`config.mk`:
```
export PLATFORM = sky130hd
export DESIGN_NAME = p1_fetch
export DESIGN_NICKNAME = d
export VERILOG_FILES = /design/src/rtl/p1_fetch.sv
export SDC_FILE = /design/constraint.sdc
export NUM_CORES = 1
export LEC_CHECK = 0
export ABC_CLOCK_PERIOD_IN_PS = 4500
export CAP_MARGIN = 30
export CORE_ASPECT_RATIO = 1.1
export CORE_MARGIN = 3
export CORE_UTILIZATION = 52
export DETAILED_ROUTE_END_ITERATION = 6
export MAX_ROUTING_LAYER = met4
export PLACE_DENSITY = 0.93
export SYNTH_ARGS = -nofsm -noshare
export SYNTH_HDL_FRONTEND = slang
export SYNTH_SLANG_ARGS = --single-unit
```
`constraint.sdc`:
```
create_clock -name i_clk -period 4.5 [get_ports i_clk]
set_input_delay 1.35 -clock i_clk [delete_from_list [all_inputs] [get_ports i_clk]]
set_output_delay 1.35 -clock i_clk [all_outputs]
set_load 0.02 [all_outputs]
```
`src/rtl/p1_fetch.sv`:
```
// Fetch stage: one outstanding instruction-memory read feeding a 2-entry buffer
// that presents pc/instruction to the p1p2 pipeline register.
package p1_fetch_pkg;
  typedef struct packed {
    logic [31:0] pc;
    logic [31:0] pc_plus_4;
  } p1p2_t;
endpackage

module p1_fetch
  import p1_fetch_pkg::*;
#(
  parameter logic [31:0] RESET_PC   = 32'h0000_0000,
  parameter int          FIFO_DEPTH = 2
) (
  input  logic        i_clk,
  input  logic        i_rst_n,
  output logic        o_imem_req_valid,
  input  logic        i_imem_req_ready,
  output logic [31:0] o_imem_req_addr,
  input  logic        i_imem_rsp_valid,
  input  logic [31:0] i_imem_rsp_data,
  input  logic        i_stall,
  input  logic        i_redirect_valid,
  input  logic [31:0] i_redirect_pc,
  output logic        o_valid,
  output logic [31:0] o_instr,
  output p1p2_t       o_p1p2
);

  typedef enum logic [1:0] {S_REQ, S_WAIT, S_DROP} state_t;

  state_t      state_reg;
  logic [31:0] fetch_pc_reg;
  logic [31:0] req_pc_reg;
  logic [1:0]  count_reg;
  logic        head_reg;
  logic        tail_reg;

  logic [31:0] pc_ent    [FIFO_DEPTH];
  logic [31:0] instr_ent [FIFO_DEPTH];

  logic        req_fire;
  logic        push;
  logic        pop;
  logic [31:0] redirect_target;
  logic [31:0] head_pc;
  logic        unused_redirect_bits;

  assign o_imem_req_valid = (state_reg == S_REQ) && (count_reg < 2'd2);
  assign o_imem_req_addr  = (state_reg == S_REQ) ? fetch_pc_reg : 32'h0;
  assign req_fire         = o_imem_req_valid && i_imem_req_ready;
  assign redirect_target  = {i_redirect_pc[31:2], 2'b00};
  assign unused_redirect_bits = ^i_redirect_pc[1:0];

  // A redirect wins over everything: it suppresses both the push and the pop.
  assign push = (state_reg == S_WAIT) && i_imem_rsp_valid && !i_redirect_valid;
  assign pop  = o_valid && !i_stall && !i_redirect_valid;

  always_ff @(posedge i_clk or negedge i_rst_n) begin
    if (!i_rst_n) begin
      state_reg    <= S_REQ;
      fetch_pc_reg <= RESET_PC;
      req_pc_reg   <= 32'h0;
      count_reg    <= 2'd0;
      head_reg     <= 1'b0;
      tail_reg     <= 1'b0;
    end else begin
      case (state_reg)
        S_REQ: begin
          if (i_redirect_valid) begin
            state_reg <= req_fire ? S_DROP : S_REQ;
          end else if (req_fire) begin
            state_reg  <= S_WAIT;
            req_pc_reg <= fetch_pc_reg;
          end
        end
        S_WAIT: begin
          if (i_redirect_valid) begin
            state_reg <= i_imem_rsp_valid ? S_REQ : S_DROP;
          end else if (i_imem_rsp_valid) begin
            state_reg <= S_REQ;
          end
        end
        S_DROP: begin
          if (i_imem_rsp_valid) begin
            state_reg <= S_REQ;
          end
        end
        default: state_reg <= S_REQ;
      endcase

      if (i_redirect_valid) begin
        fetch_pc_reg <= redirect_target;
      end else if (req_fire) begin
        fetch_pc_reg <= fetch_pc_reg + 32'd4;
      end

      if (i_redirect_valid) begin
        count_reg <= 2'd0;
        head_reg  <= 1'b0;
        tail_reg  <= 1'b0;
      end else begin
        count_reg <= count_reg + {1'b0, push} - {1'b0, pop};
        if (push) tail_reg <= ~tail_reg;
        if (pop)  head_reg <= ~head_reg;
      end
    end
  end

  for (genvar gi = 0; gi < FIFO_DEPTH; gi++) begin : g_entry
    logic [31:0] pc_reg;
    logic [31:0] instr_reg;

    always_ff @(posedge i_clk or negedge i_rst_n) begin
      if (!i_rst_n) begin
        pc_reg    <= 32'h0;
        instr_reg <= 32'h0;
      end else if (push && (tail_reg == 1'(gi))) begin
        pc_reg    <= req_pc_reg;
        instr_reg <= i_imem_rsp_data;
      end
    end

    assign pc_ent[gi]    = pc_reg;
    assign instr_ent[gi] = instr_reg;
  end

  assign o_valid          = (count_reg != 2'd0);
  assign head_pc          = pc_ent[head_reg];
  assign o_instr          = o_valid ? instr_ent[head_reg] : 32'h0;
  assign o_p1p2.pc        = o_valid ? head_pc : 32'h0;
  assign o_p1p2.pc_plus_4 = o_valid ? (head_pc + 32'd4) : 32'h0;

  // A response can only follow an accepted request, so none may arrive in S_REQ.
  rsp_without_request : assert property (
    @(posedge i_clk) disable iff (!i_rst_n)
      !((state_reg == S_REQ) && i_imem_rsp_valid)
  ) else $error("imem response received with no request outstanding");

endmodule

```
==> reports/results.ini <==
[floorplanning]
chipWidth_um = 137
initial_utilization_pct = 53.1
die_y_um = 150
rows = 52
design.die.area_um2 = 20600
io_pins = 200
core_area_um2 = 18500

[sta]
setup_viol = 0
slew_headroom_pct = 39.0
fin_ws_ns = 0.125
finalMaxSlewViolations = 0
skew_ns = 0.0129
fin_crit_ns = 4.38
finalHoldWorstSlack_ns = 0.503
worst_pin_slew_ns = 0.914
finalHoldViolations = 0
finalCritPeriodShare_pct = 97.2
rsz0062_at_grt = no
max_freq_mhz = 229

[layout]
area_growth_pct = 28.7
fin_util_pct = 68.3
antennaDiodeCount = 0
layout_commonest_cell = dfrtp_1
design_area_um2 = 12600
largest_register_ffs = 64
layout-drive-gt1-share_pct = 18.5
nets = 1194
finalNonFillerCells = 1376
final_cell_mix = dfrtp_1, clkdlybuf4s50_1, nand2_1

[global_route]
grt_antenna_before_repair = 0
first_global_vias = 7809
grt_max_degree = 110
grt_pass1_wl_mm = 39.2
gr-usage-all-layers_pct = 24.6
grt-ovfl-total = 0

[logic_synthesis]
ys_ff_latch = 190
synth_cell_type_count = 52
synth_top_flop_cell = dfrtp_1
synth_edf_count = 0
syn-cell-area_um2 = 9810
synth_warnings = 0
syn_inst = 944
async_flop_share_pct = 100
yosysSeqAreaShare_pct = 48.5
syn_avg_cell_area_um2 = 10.4

[hold_path]
hold_class = reg -> reg

[run]
maxCapViolations = 0

[drt]
first_pass_iters = 5
routedWlPerCell_um = 17.7
routed_wl_mm = 24.4
drc_errors = 0
ant_nets = 0
num_vias = 7755
drtIter0Drc = 387
via_per_inst = 5.64

[power_and_ir_drop]
power_density_nw_per_um2 = 410
irDropWorstVdd_mv = 0.320
leakage_nw = 5.49

[critical_path]
critPathLaunchType = flop
endpoint_kind = output pin
worst_ep_required_time_ns = 3.15
crit_type = reg -> out
arrival_ns = 3.03
cp_max_fo = 9

[clock_network]
clk_latency_ns = 0.44
cts_num_sinks = 190
cts-htree-levels = 4
root_buffer = clkbuf_16
cts.path.max_buffers = 2
clkTransAtPathRegs_ns = 0.07
cts_tree = built
cts-hold-fix-buffers = 0
cts_buffers = 17

[placement]
portBuffers = 191
placedCellCount = 1343
dpl.hpwl_mm = 17.3
place_ws_ns = 0.0831
placement.cell_area_um2 = 12000
gp_congestion = 0.939

[status]
status = completed

==> cell type report <==
cell class	instances	area [µm²]
multi-input cells	690	4820
clock buffers	17	425
flip-flops and latches	190	4760
clock inverters	15	145
fillers	1366	5850
inverters	6	22.5
well taps	243	304
repair buffers	215	2150
==> final timing paths <==
path                                                 to            from  cells after the start  slack, ns
worst max-delay path                         o_p1p2[16]        head_reg                      7       0.12
worst min-delay path                     req_pc_reg[28]  req_pc_reg[28]                      2       0.50
worst max register to register         fetch_pc_reg[26]    state_reg[1]                      6       1.76
worst min register to register           req_pc_reg[28]  req_pc_reg[28]                      2       0.50
max in group asynchronous                 req_pc_reg[2]         i_rst_n                      2       2.59
min in group asynchronous       g_entry[1].instr_reg[0]         i_rst_n                      1       0.97
==> synth_stat cells, drive strengths merged, types with 5 or more instances <==
library cell	n	share of area [%]
a21oi	7	0.36
and2	34	2.2
and3	5	0.32
buf	23	1.3
clkbuf	40	1.5
dfrtp	190	48
inv	6	0.23
mux2	135	15
mux2i	57	5.8
nand2	138	5.3
nand3	27	1.4
nand3b	7	0.54
nand4	21	1.3
nand4b	5	0.45
nor2	86	3.3
nor3	18	0.92
nor4	6	0.69
o21ai	47	2.4
o31ai	7	0.54
xnor2	25	2.2
xor2	20	1.8
==> stage by stage <==
step,total power [mW],TNS (ns)
floorplan,3.19,0
global placement,3.65,0
detailed placement,3.75,0
CTS,5.20,-0.104
global route,5.45,0
finish,5.18,0
==> metal layers <==
layer  GRT usage (%)  wire length, µm
met5               -                0
met4            6.79              399
met3            5.38             1500
met2            41.7            12400
met1            29.8            10100
==> critical path, stage by stage, from the launching register on <==
cell and delay [ns]:
dfrtp_4 0.53, buf_4 0.19, nand3b_1 0.21, a22oi_2 0.34, buf_4 0.20, nand3_1 0.13
o31ai_1 0.32, clkdlybuf4s50_1 0.68
==> report_power, final <==
part	total [mW]	switching [mW]	internal [mW]
Clock	1.45	0.710	0.737
Sequential	2.41	0.318	2.09
Combinational	1.32	0.655	0.665
==> cells by family (layout without fill, tap and decap cells) <==
kind of cell	Yosys count	in the layout	synth area share (%)
fa+ha+maj	4	4	0.510
xor+xnor	45	45	4.02
compound gates	78	78	4.74
mux	192	192	21.3
simple gates	365	365	17.8
other cells	1	6	0.0382
buf+inv	69	253	3.09
flops	190	190	48.5
==> repair_timing <==
item	CTS	global route
resized for setup	14	12
setup buffers	0	1
pin swaps	1	3
setup endpoints to repair	10	7
Note: power is estimated with default switching activity, not from simulation.
